===== src/rtl/axi_axis_writer_pkg.sv =====
// Shared constants for the AXI-Lite write to AXI-Stream bridge.
package axi_axis_writer_pkg;

    localparam logic [1:0] RESP_OKAY = 2'b00;

endpackage


===== src/rtl/axi_axis_writer.sv =====
// AXI4-Lite write slave: each single-beat register write becomes one AXI4-Stream word,
// with TLAST taken from one address bit. Writes are posted when the word is registered.
module axi_axis_writer
    import axi_axis_writer_pkg::*;
#(
    parameter int AXI_DATA_WIDTH = 32,
    parameter int AXI_ADDR_WIDTH = 16,
    parameter int LAST_ADDR_BIT  = 2
) (
    input  logic                        aclk,
    input  logic                        aresetn,
    input  logic [AXI_ADDR_WIDTH-1:0]   s_axi_awaddr,
    input  logic                        s_axi_awvalid,
    output logic                        s_axi_awready,
    input  logic [AXI_DATA_WIDTH-1:0]   s_axi_wdata,
    input  logic [AXI_DATA_WIDTH/8-1:0] s_axi_wstrb,
    input  logic                        s_axi_wvalid,
    output logic                        s_axi_wready,
    output logic [1:0]                  s_axi_bresp,
    output logic                        s_axi_bvalid,
    input  logic                        s_axi_bready,
    output logic [AXI_DATA_WIDTH-1:0]   m_axis_tdata,
    output logic                        m_axis_tlast,
    output logic                        m_axis_tvalid,
    input  logic                        m_axis_tready
);

    localparam int NUM_BYTES = AXI_DATA_WIDTH / 8;

    logic                      aw_full_reg;
    logic                      aw_last_reg;
    logic                      w_full_reg;
    logic [AXI_DATA_WIDTH-1:0] w_data_reg;
    logic [AXI_DATA_WIDTH-1:0] masked_wdata;
    logic                      aw_hs;
    logic                      w_hs;
    logic                      commit;
    logic                      unused_addr_bits;

    // Only one address bit matters; fold the rest so they are visibly consumed.
    assign unused_addr_bits = ^s_axi_awaddr;

    // Ready depends only on holding-register state, never on tready/bready.
    assign s_axi_awready = ~aw_full_reg;
    assign s_axi_wready  = ~w_full_reg;
    assign s_axi_bresp   = RESP_OKAY;

    assign aw_hs = s_axi_awvalid & s_axi_awready;
    assign w_hs  = s_axi_wvalid & s_axi_wready;

    genvar gi;
    generate
        for (gi = 0; gi < NUM_BYTES; gi++) begin : g_strb
            assign masked_wdata[gi*8 +: 8] = s_axi_wstrb[gi] ? s_axi_wdata[gi*8 +: 8] : 8'h00;
        end
    endgenerate

    // A pair moves forward only when both the stream slot and the response slot free up.
    assign commit = aw_full_reg & w_full_reg
                  & (~m_axis_tvalid | m_axis_tready)
                  & (~s_axi_bvalid  | s_axi_bready);

    always_ff @(posedge aclk or negedge aresetn) begin
        if (!aresetn) begin
            aw_full_reg   <= 1'b0;
            aw_last_reg   <= 1'b0;
            w_full_reg    <= 1'b0;
            w_data_reg    <= '0;
            m_axis_tdata  <= '0;
            m_axis_tlast  <= 1'b0;
            m_axis_tvalid <= 1'b0;
            s_axi_bvalid  <= 1'b0;
        end else begin
            // aw_hs/w_hs require an empty slot and commit requires a full one, so they never collide.
            if (aw_hs) begin
                aw_full_reg <= 1'b1;
                aw_last_reg <= s_axi_awaddr[LAST_ADDR_BIT];
            end else if (commit) begin
                aw_full_reg <= 1'b0;
            end

            if (w_hs) begin
                w_full_reg <= 1'b1;
                w_data_reg <= masked_wdata;
            end else if (commit) begin
                w_full_reg <= 1'b0;
            end

            if (commit) begin
                m_axis_tdata  <= w_data_reg;
                m_axis_tlast  <= aw_last_reg;
                m_axis_tvalid <= 1'b1;
            end else if (m_axis_tready) begin
                m_axis_tvalid <= 1'b0;
            end

            if (commit) begin
                s_axi_bvalid <= 1'b1;
            end else if (s_axi_bready) begin
                s_axi_bvalid <= 1'b0;
            end
        end
    end

endmodule


===== config.mk =====
export PLATFORM = sky130hd
export DESIGN_NAME = axi_axis_writer
export DESIGN_NICKNAME = d
export VERILOG_FILES = /design/src/rtl/axi_axis_writer_pkg.sv /design/src/rtl/axi_axis_writer.sv
export SDC_FILE = /design/constraint.sdc
export NUM_CORES = 1
export LEC_CHECK = 0
export ABC_AREA = 1
export CAP_MARGIN = 20
export CORE_AREA = 2 2 118 91
export DETAILED_ROUTE_END_ITERATION = 16
export DIE_AREA = 0 0 120 93
export PLACE_DENSITY_LB_ADDON = 0.05
export SYNTH_ARGS = -nofsm -noshare
export SYNTH_HDL_FRONTEND = slang
export SYNTH_SLANG_ARGS = --single-unit

===== constraint.sdc =====
create_clock -name aclk -period 1.34 [get_ports aclk]
set_input_delay 0.268 -clock aclk [delete_from_list [all_inputs] [get_ports aclk]]
set_output_delay 0.268 -clock aclk [all_outputs]
set_load 0.05 [all_outputs]

=== Word-level counts from Yosys, hierarchy flattened ===
Index checks and enable logic that the tools add are counted.

* Bitwise operators: 11
* Reduce and logical (&&, ||, !) cells: 4
* Muxes and demuxes: 11

{| class="wikitable"
|+ Operator list
! operator !! number
|-
| 8-bit two-way mux || 4
|-
| 2-bit nonzero test || 4
|-
| 1-bit two-way mux || 7
|-
| 1-bit AND || 5
|-
| 1-bit inverter || 4
|-
| 1-bit bitwise OR || 2
|}

* Word-level logic and storage cells: 34
* Register bits after elaboration: 70

=== Longest topological paths before layout ===
Gate-level depths: netlist of the first run.

* Word-level depth: 6
* Gate-level depth with buffers: 6
* Mapped depth without buffers: 5

=== Worst setup path after synthesis of the first run ===
No wires, ideal clock.

* Kind: register -> register
* From: reg m_axis_tvalid
* To: reg m_axis_tdata[0]
* Path slack: -78 ps
* Buffers on the path: 1
* Setup time: 66 ps
* Arrival: 1,352 ps
* Stages on the path, launching flop included: 6
* Period minus slack after synthesis: 1,418 ps
* Path through: dfrtp_1 -> nand2_1 -> nand3_4 -> buf_2 -> nand2_1 -> nand2_1

* Word-level cells in the longest chain between the ends: 4

{| class="wikitable"
|+ Ends and longest elaborated chain
! what !! line !! RTL
|-
| from (decl) || axi_axis_writer.sv:24 || <nowiki>output logic m_axis_tvalid,</nowiki>
|-
| from (signal assigned) || axi_axis_writer.sv:71 || <nowiki>m_axis_tvalid <= 1'b0;</nowiki>
|-
| from (signal assigned) || axi_axis_writer.sv:92 || <nowiki>m_axis_tvalid <= 1'b1;</nowiki>
|-
| from (signal assigned) || axi_axis_writer.sv:94 || <nowiki>m_axis_tvalid <= 1'b0;</nowiki>
|-
| 1-bit inverter || axi_axis_writer.sv:60 || <nowiki>& (~m_axis_tvalid | m_axis_tready)</nowiki>
|-
| 1-bit bitwise OR || axi_axis_writer.sv:60 ||
|-
| 1-bit AND || axi_axis_writer.sv:60 ||
|-
| 1-bit AND || axi_axis_writer.sv:61 || <nowiki>& (~s_axi_bvalid | s_axi_bready);</nowiki>
|-
| to (signal assigned) || axi_axis_writer.sv:90 || <nowiki>m_axis_tdata <= w_data_reg;</nowiki>
|-
| to (decl) || axi_axis_writer.sv:22 || <nowiki>output logic [AXI_DATA_WIDTH-1:0] m_axis_tdata,</nowiki>
|}

Every way passes these cells.
A chain may end at the register's enable or synchronous reset.

=== Worst setup path after layout of the first run ===
* From: reg w_full_reg
* To: out s_axi_wready

* Word-level cells in the longest chain between the ends: 1

{| class="wikitable"
|+ Ends and longest elaborated chain
! what !! line !! RTL
|-
| from (decl) || axi_axis_writer.sv:32 || <nowiki>logic w_full_reg;</nowiki>
|-
| from (signal assigned) || axi_axis_writer.sv:67 || <nowiki>w_full_reg <= 1'b0;</nowiki>
|-
| from (signal assigned) || axi_axis_writer.sv:83 || <nowiki>w_full_reg <= 1'b1;</nowiki>
|-
| from (signal assigned) || axi_axis_writer.sv:86 || <nowiki>w_full_reg <= 1'b0;</nowiki>
|-
| 1-bit inverter || axi_axis_writer.sv:45 || <nowiki>assign s_axi_wready = ~w_full_reg;</nowiki>
|-
| to (decl) || axi_axis_writer.sv:18 || <nowiki>output logic s_axi_wready,</nowiki>
|}

Every way passes these cells.

==> results of run 1 <==
-- power groups by stage --
stage | combinational, µW | sequential (µW) | clock, µW
after floorplan | 1630 | 4530 | 0
after global placement | 5180 | 3620 | 0
after detailed placement | 5200 | 3620 | 0
after CTS | 5220 | 3610 | 2200
after global routing | 5530 | 3700 | 2280
final | 5150 | 3600 | 2140
-- path summary, 6_finish.rpt --
kind / endpoint / slack (ps) / cells past startpoint / startpoint
hold reg to reg: aw_last_reg / 470 / 2 / aw_last_reg
setup / recovery: s_axi_wready / 60 / 2 / w_full_reg
min in group asynchronous: m_axis_tdata[8] / 500 / 3 / aresetn
hold / removal: aw_last_reg / 470 / 2 / aw_last_reg
setup reg to reg: m_axis_tdata[19] / 210 / 5 / m_axis_tvalid
max in group asynchronous: m_axis_tdata[23] / 540 / 3 / aresetn
-- cell usage after synthesis, drive strengths merged --
master | instances | area share
dfrtp | 70 | 0.62
clkbuf | 3 | 0.0040
conb | 1 | 0.0013
nand2 | 142 | 0.19
inv | 7 | 0.0093
buf | 21 | 0.038
nand3 | 34 | 0.065
nand4 | 33 | 0.073
nor2 | 1 | 0.0022
-- worst reg2reg max path, delay by kind of cell (launching register included) --
kind,cells,cell delay (ps)
flops,1,420
buf+inv,1,180
simple gates,4,410
-- kinds of logic (layout without fill, tap and decap cells) --
group,count (synthesis),after routing,share of synthesized area
buffers and inverters,31,115,0.0508
other,1,2,0.00132
and+or+nand+nor,210,210,0.329
DFF,70,70,0.619
-- layer usage --
layer  vias to the layer above  global-route usage
met2                        58               0.213
met4                         0              0.0324
li1                       1180                   -
met5                         -                   0
met1                      1121               0.212
met3                         5              0.0470
-- per-stage QoR --
step | utilization | power [µW] | setup slack (ps)
floorplan | - | 6160 | 62.4
global placement | 0.418 | 8800 | -143
detailed placement | 0.418 | 8830 | -146
CTS | 0.446 | 11000 | 27.5
global route | 0.446 | 11500 | 25.4
finish | 0.446 | 10900 | 64.5
-- what timing repair did --
| action | in CTS | in global routing |
|---|---|---|
| gates resized for setup | 0 | 1 |
| endpoints found under the hold margin | 70 | 0 |
| setup endpoints to repair | 0 | 1 |
| hold buffers | 1 | 0 |
| setup buffers | 0 | 0 |
-- cell type report --
class / instances / area, µm² / share of cell area
Clock buffer: 12 / 256 / 0.0573
Clock inverter: 2 / 10.0 / 0.00223
Inverter: 7 / 26.3 / 0.00587
Multi-Input combinational cell: 212 / 938 / 0.209
Sequential cell: 70 / 1750 / 0.392
Tap cell: 136 / 170 / 0.0380
Timing Repair Buffer: 94 / 1320 / 0.296
==> out/summary.txt, run 1 <==
starting DRC count in detailed routing -> 118
vias in the first global route -> 2400
Power Density -> 2430 mW/mm²
clock share of power -> 0.197
drc violations -> 0
die width -> 120 µm
Clock Skew -> 5.00 ps
Psw -> 4350 µW
largest stage delay on the critical path -> 420 ps
P_int -> 6540 µW
Worst Setup End Kind -> primary output
largest net degree at the start of global routing -> 71
Hold Slack -> 474 ps
total number of vias -> 2364
Ports -> 97
clock-pin slew on the worst setup and hold paths -> 50 ps
layout cells sized above 1 -> 0.184
Cell Rows -> 32
max-cap violations -> 0
maximum clock frequency -> 784 MHz
Cell Count, Final, Fillers Out -> 533
Setup TNS -> 0 ps
critical path class -> register to primary output
Clock Tree Buf Depth -> 2
Die ar. -> 0.0112 mm²
CP top delay family -> flip-flops
Setup violations, final -> 0
placed insts -> 518
Hold Path Class -> register to register
Sink Count -> 70
met1 wire length -> 3920 µm
FF+latch count, synth -> 70
DR WL met3 -> 387 µm
buffers plus inverters on the worst setup path -> 2
P_leak -> 0.00225 µW
root buf cell -> clkbuf_16
VDD IR max -> 0.891 mV
commonest non-fill, non-tap cell in the layout -> nand2_1
Synth warnings -> 0
syn_area_per_cell -> 9.07 µm²
design area -> 0.00448 mm²
worst skew pair latency -> 320 ps
Initial Utilization -> 0.282
DIE HEIGHT -> 93 µm
Crit Path Max Fanout -> 4
Post-DRT Antenna Nets -> 0
IO Port Bufs -> 79
worst endpoint data arrival time -> 1010 ps
Tmin final -> 1280 ps
Max H-tree Level -> 3
Routed WL per cell -> 14.6 µm
synthesized instance count -> 312
core area -> 0.0100 mm²
initial antenna violation count -> 0
all-layer global routing usage -> 0.146
period utilization -> 0.952
Critical Path RT -> 1070 ps
FILL cells -> 990
power share of the combinational group -> 0.472
Yosys cell types -> 14
diodes inserted -> 0
Max Used Layer -> met4
Startpoint Class -> register
DRT Pass-1 Iters -> 4
routed wire length -> 7770 µm
sequential-to-total area share from yosys stat -> 0.619
dpl cell area -> 0.00420 mm²
first-pass GRT wire length -> 12600 µm
Pins Over Slew Limit -> 0
status -> finished clean
GP Congestion -> 0.668
CTS tree -> yes
CTS Buf Count -> 9
Synth Cell Area -> 0.00283 mm²
Detail Placement HPWL -> 5110 µm
layout net count -> 452
grt ovf -> 0
drt via density -> 4.44
area grow syn2layout -> 58.3%
crit path cell chain -> inv_1, buf_12
Reg power frac -> 0.331
met2 routed WL -> 3400 µm
Hold Fails Final Rpt -> 0
Sw Ratio -> 0.399
CP max-delay cell -> dfrtp_1
commonest cells after routing, fill and taps aside -> nand2_1 (141), dfrtp_1 (68), clkdlybuf4s50_1 (41), buf_12 (41)
RSZ-0062 raised after global routing -> no
(Power assumes the default switching activity.)
==> run 2: changes to the inputs <==
--- a/config.mk
+++ b/config.mk
@@ -10,6 +10,7 @@
 export CORE_AREA = 2 2 118 91
 export DETAILED_ROUTE_END_ITERATION = 16
 export DIE_AREA = 0 0 120 93
+export HOLD_SLACK_MARGIN = 0.1
 export PLACE_DENSITY_LB_ADDON = 0.05
 export SYNTH_ARGS = -nofsm -noshare
 export SYNTH_HDL_FRONTEND = slang
==> results of run 2 <==
Final layout, timing and power as in run 1 (identical DEF).
==> run 3: changes to the inputs <==
--- a/config.mk
+++ b/config.mk
@@ -6,7 +6,9 @@
 export NUM_CORES = 1
 export LEC_CHECK = 0
 export ABC_AREA = 1
-export CAP_MARGIN = 20
+export CAP_MARGIN = 25
+export CELL_PAD_IN_SITES_DETAIL_PLACEMENT = 0
+export CELL_PAD_IN_SITES_GLOBAL_PLACEMENT = 1
 export CORE_AREA = 2 2 118 91
 export DETAILED_ROUTE_END_ITERATION = 16
 export DIE_AREA = 0 0 120 93
==> constraint.sdc (replaced) <==
create_clock -name aclk -period 1.4 [get_ports aclk]
set_input_delay 0.28 -clock aclk [delete_from_list [all_inputs] [get_ports aclk]]
set_output_delay 0.28 -clock aclk [all_outputs]
set_load 0.05 [all_outputs]
==> run 3 against run 2 <==
  * Total power shrank 3.8%
  * Sequential share of layout area shrank 0.34 points
  * Critical path depth is the same
  * Final cell count grew 0.75%
  * Highest routed layer unchanged
  * Largest power group unchanged
  * Register-to-register slack gained 40 ps
  * Setup slack gained 41 ps
  * Clock skew is essentially flat
==> out/summary.txt, run 3 (synthesis gave the netlist of run 1 again) <==
Power Density -> 2320 mW/mm² (-4.5%)
Tmin final -> 1290 ps
layout net count -> 455 (+0.66%)
Ports -> 97 (unchanged)
drc violations -> 0 (unchanged)
CP top delay family -> flip-flops
CTS tree -> yes
Startpoint Class -> register
grt ovf -> 0 (unchanged)
Hold Fails Final Rpt -> 0 (unchanged)
Routed WL per cell -> 14.4 µm (-1.3%)
layout cells sized above 1 -> 0.182 (-0.00183)
max-cap violations -> 0 (unchanged)
Clock Tree Buf Depth -> 2 (unchanged)
CTS Buf Count -> 9 (unchanged)
all-layer global routing usage -> 0.150 (+0.00347)
Sink Count -> 70 (unchanged)
Post-DRT Antenna Nets -> 0 (unchanged)
DIE HEIGHT -> 93 µm (unchanged)
Pins Over Slew Limit -> 0 (unchanged)
crit path cell chain -> inv_1, buf_12
initial antenna violation count -> 0 (unchanged)
worst endpoint data arrival time -> 1010 ps (about the same)
P_leak -> 0.00227 µW (+0.98%)
GP Congestion -> 0.709 (+6.1%)
buffers plus inverters on the worst setup path -> 2 (unchanged)
maximum clock frequency -> 773 MHz
post-CTS setup repair buffer count -> 0 (unchanged)
commonest non-fill, non-tap cell in the layout -> nand2_1
area grow syn2layout -> 59.5%
RSZ-0062 raised after global routing -> no
largest net degree at the start of global routing -> 27 (-62%)
commonest cells after routing, fill and taps aside -> nand2_1 (141), dfrtp_1 (69), buf_12 (42)
DRT Pass-1 Iters -> 4 (unchanged)
Hold Path Class -> input port to async pin
IO Port Bufs -> 79 (unchanged)
Setup violations, final -> 0 (unchanged)
largest stage delay on the critical path -> 430 ps (about the same)
clock-pin slew on the worst setup and hold paths -> 50 ps (about the same)
Cell Rows -> 32 (unchanged)
period utilization -> 0.925
vias in the first global route -> 2390 (-0.42%)
Setup TNS -> 0 ps (unchanged)
worst skew pair latency -> 330 ps (about the same)
critical path class -> register to primary output
Crit Path Max Fanout -> 4 (unchanged)
placed insts -> 521 (+0.58%)
Detail Placement HPWL -> 5230 µm (+2.3%)
Max H-tree Level -> 3 (unchanged)
Clock Skew -> 5.44 ps (+0.436 ps)
diodes inserted -> 0 (unchanged)
Die ar. -> 0.0112 mm² (unchanged)
Worst Setup End Kind -> primary output
die width -> 120 µm (unchanged)
Initial Utilization -> 0.282 (unchanged)
routed wire length -> 7730 µm (-0.51%)
total number of vias -> 2420 (+2.4%)
VDD IR max -> 0.854 mV (-4.1%)
root buf cell -> clkbuf_16
status -> finished clean
core area -> 0.0100 mm² (unchanged)
Cell Count, Final, Fillers Out -> 537 (+0.75%)
CP max-delay cell -> dfrtp_1
drt via density -> 4.51 (+1.6%)
starting DRC count in detailed routing -> 107 (-9.3%)
first-pass GRT wire length -> 12700 µm (+0.59%)
Critical Path RT -> 1120 ps (+50 ps)
[run 3: area by class of cell]
type                       instances  area (µm²)
timing repair buffer              97        1360
tap                              136         170
clock inverter                     1        5.00
sequential                        70        1750
clock buffer                      14         264
inverter                           7        26.3
multi-input combinational        212         938
fill                             992        5530
[run 3: timing repair]
| action | in CTS | in global routing |
|---|---|---|
| hold buffers | 1 | 0 |
| setup endpoints to repair | 0 | 0 |
| resized for setup | 0 | 0 |
| hold endpoints to repair | 23 | 0 |
[run 3: report_power, final]
group / switching [µW] / internal, µW
clock: 783 / 1280
combinational: 2780 / 2210
sequential: 601 / 2830
total: 4160 / 6320
[run 3: final timing paths]
path | end | depth (start not counted) | slack, ps | start
max reg2reg | m_axis_tdata[22] | 6 | 250 | w_full_reg
min | w_data_reg[5] | 2 | 410 | aresetn
min in group aclk | w_data_reg[5] | 2 | 470 | w_data_reg[5]
max in group asynchronous | m_axis_tdata[2] | 3 | 480 | aresetn
min reg2reg | w_data_reg[5] | 2 | 470 | w_data_reg[5]
max | s_axi_wready | 2 | 110 | w_full_reg
[run 3: worst reg2reg max path, cell delays in order (launching register included)]
cell and delay [ps]:
dfrtp_1 420, nand2_1 90, inv_2 110, nand3_4 100, buf_12 170, nand2_1 60, nand2_1 70
[run 3: through the flow]
step / power (µW) / hold slack (ps) / instance area [µm²] / util / setup WS, ps
floorplan: 5890 / -15.6 / 2840 / - / 54.7
global placement: 8460 / 222 / 4240 / 0.422 / -93.8
detailed placement: 8510 / 220 / 4240 / 0.422 / -124
CTS: 10600 / 407 / 4520 / 0.449 / 92.5
global route: 11100 / 451 / 4520 / 0.449 / 69.9
finish: 10500 / 407 / 4520 / 0.449 / 106
[run 3: layer usage]
metal,routed length [µm],share of wire,track usage
met2,3290,0.42,0.213
met3,476,0.062,0.0476
met5,0,0,0
met1,3870,0.50,0.213
met4,102,0.013,0.0529
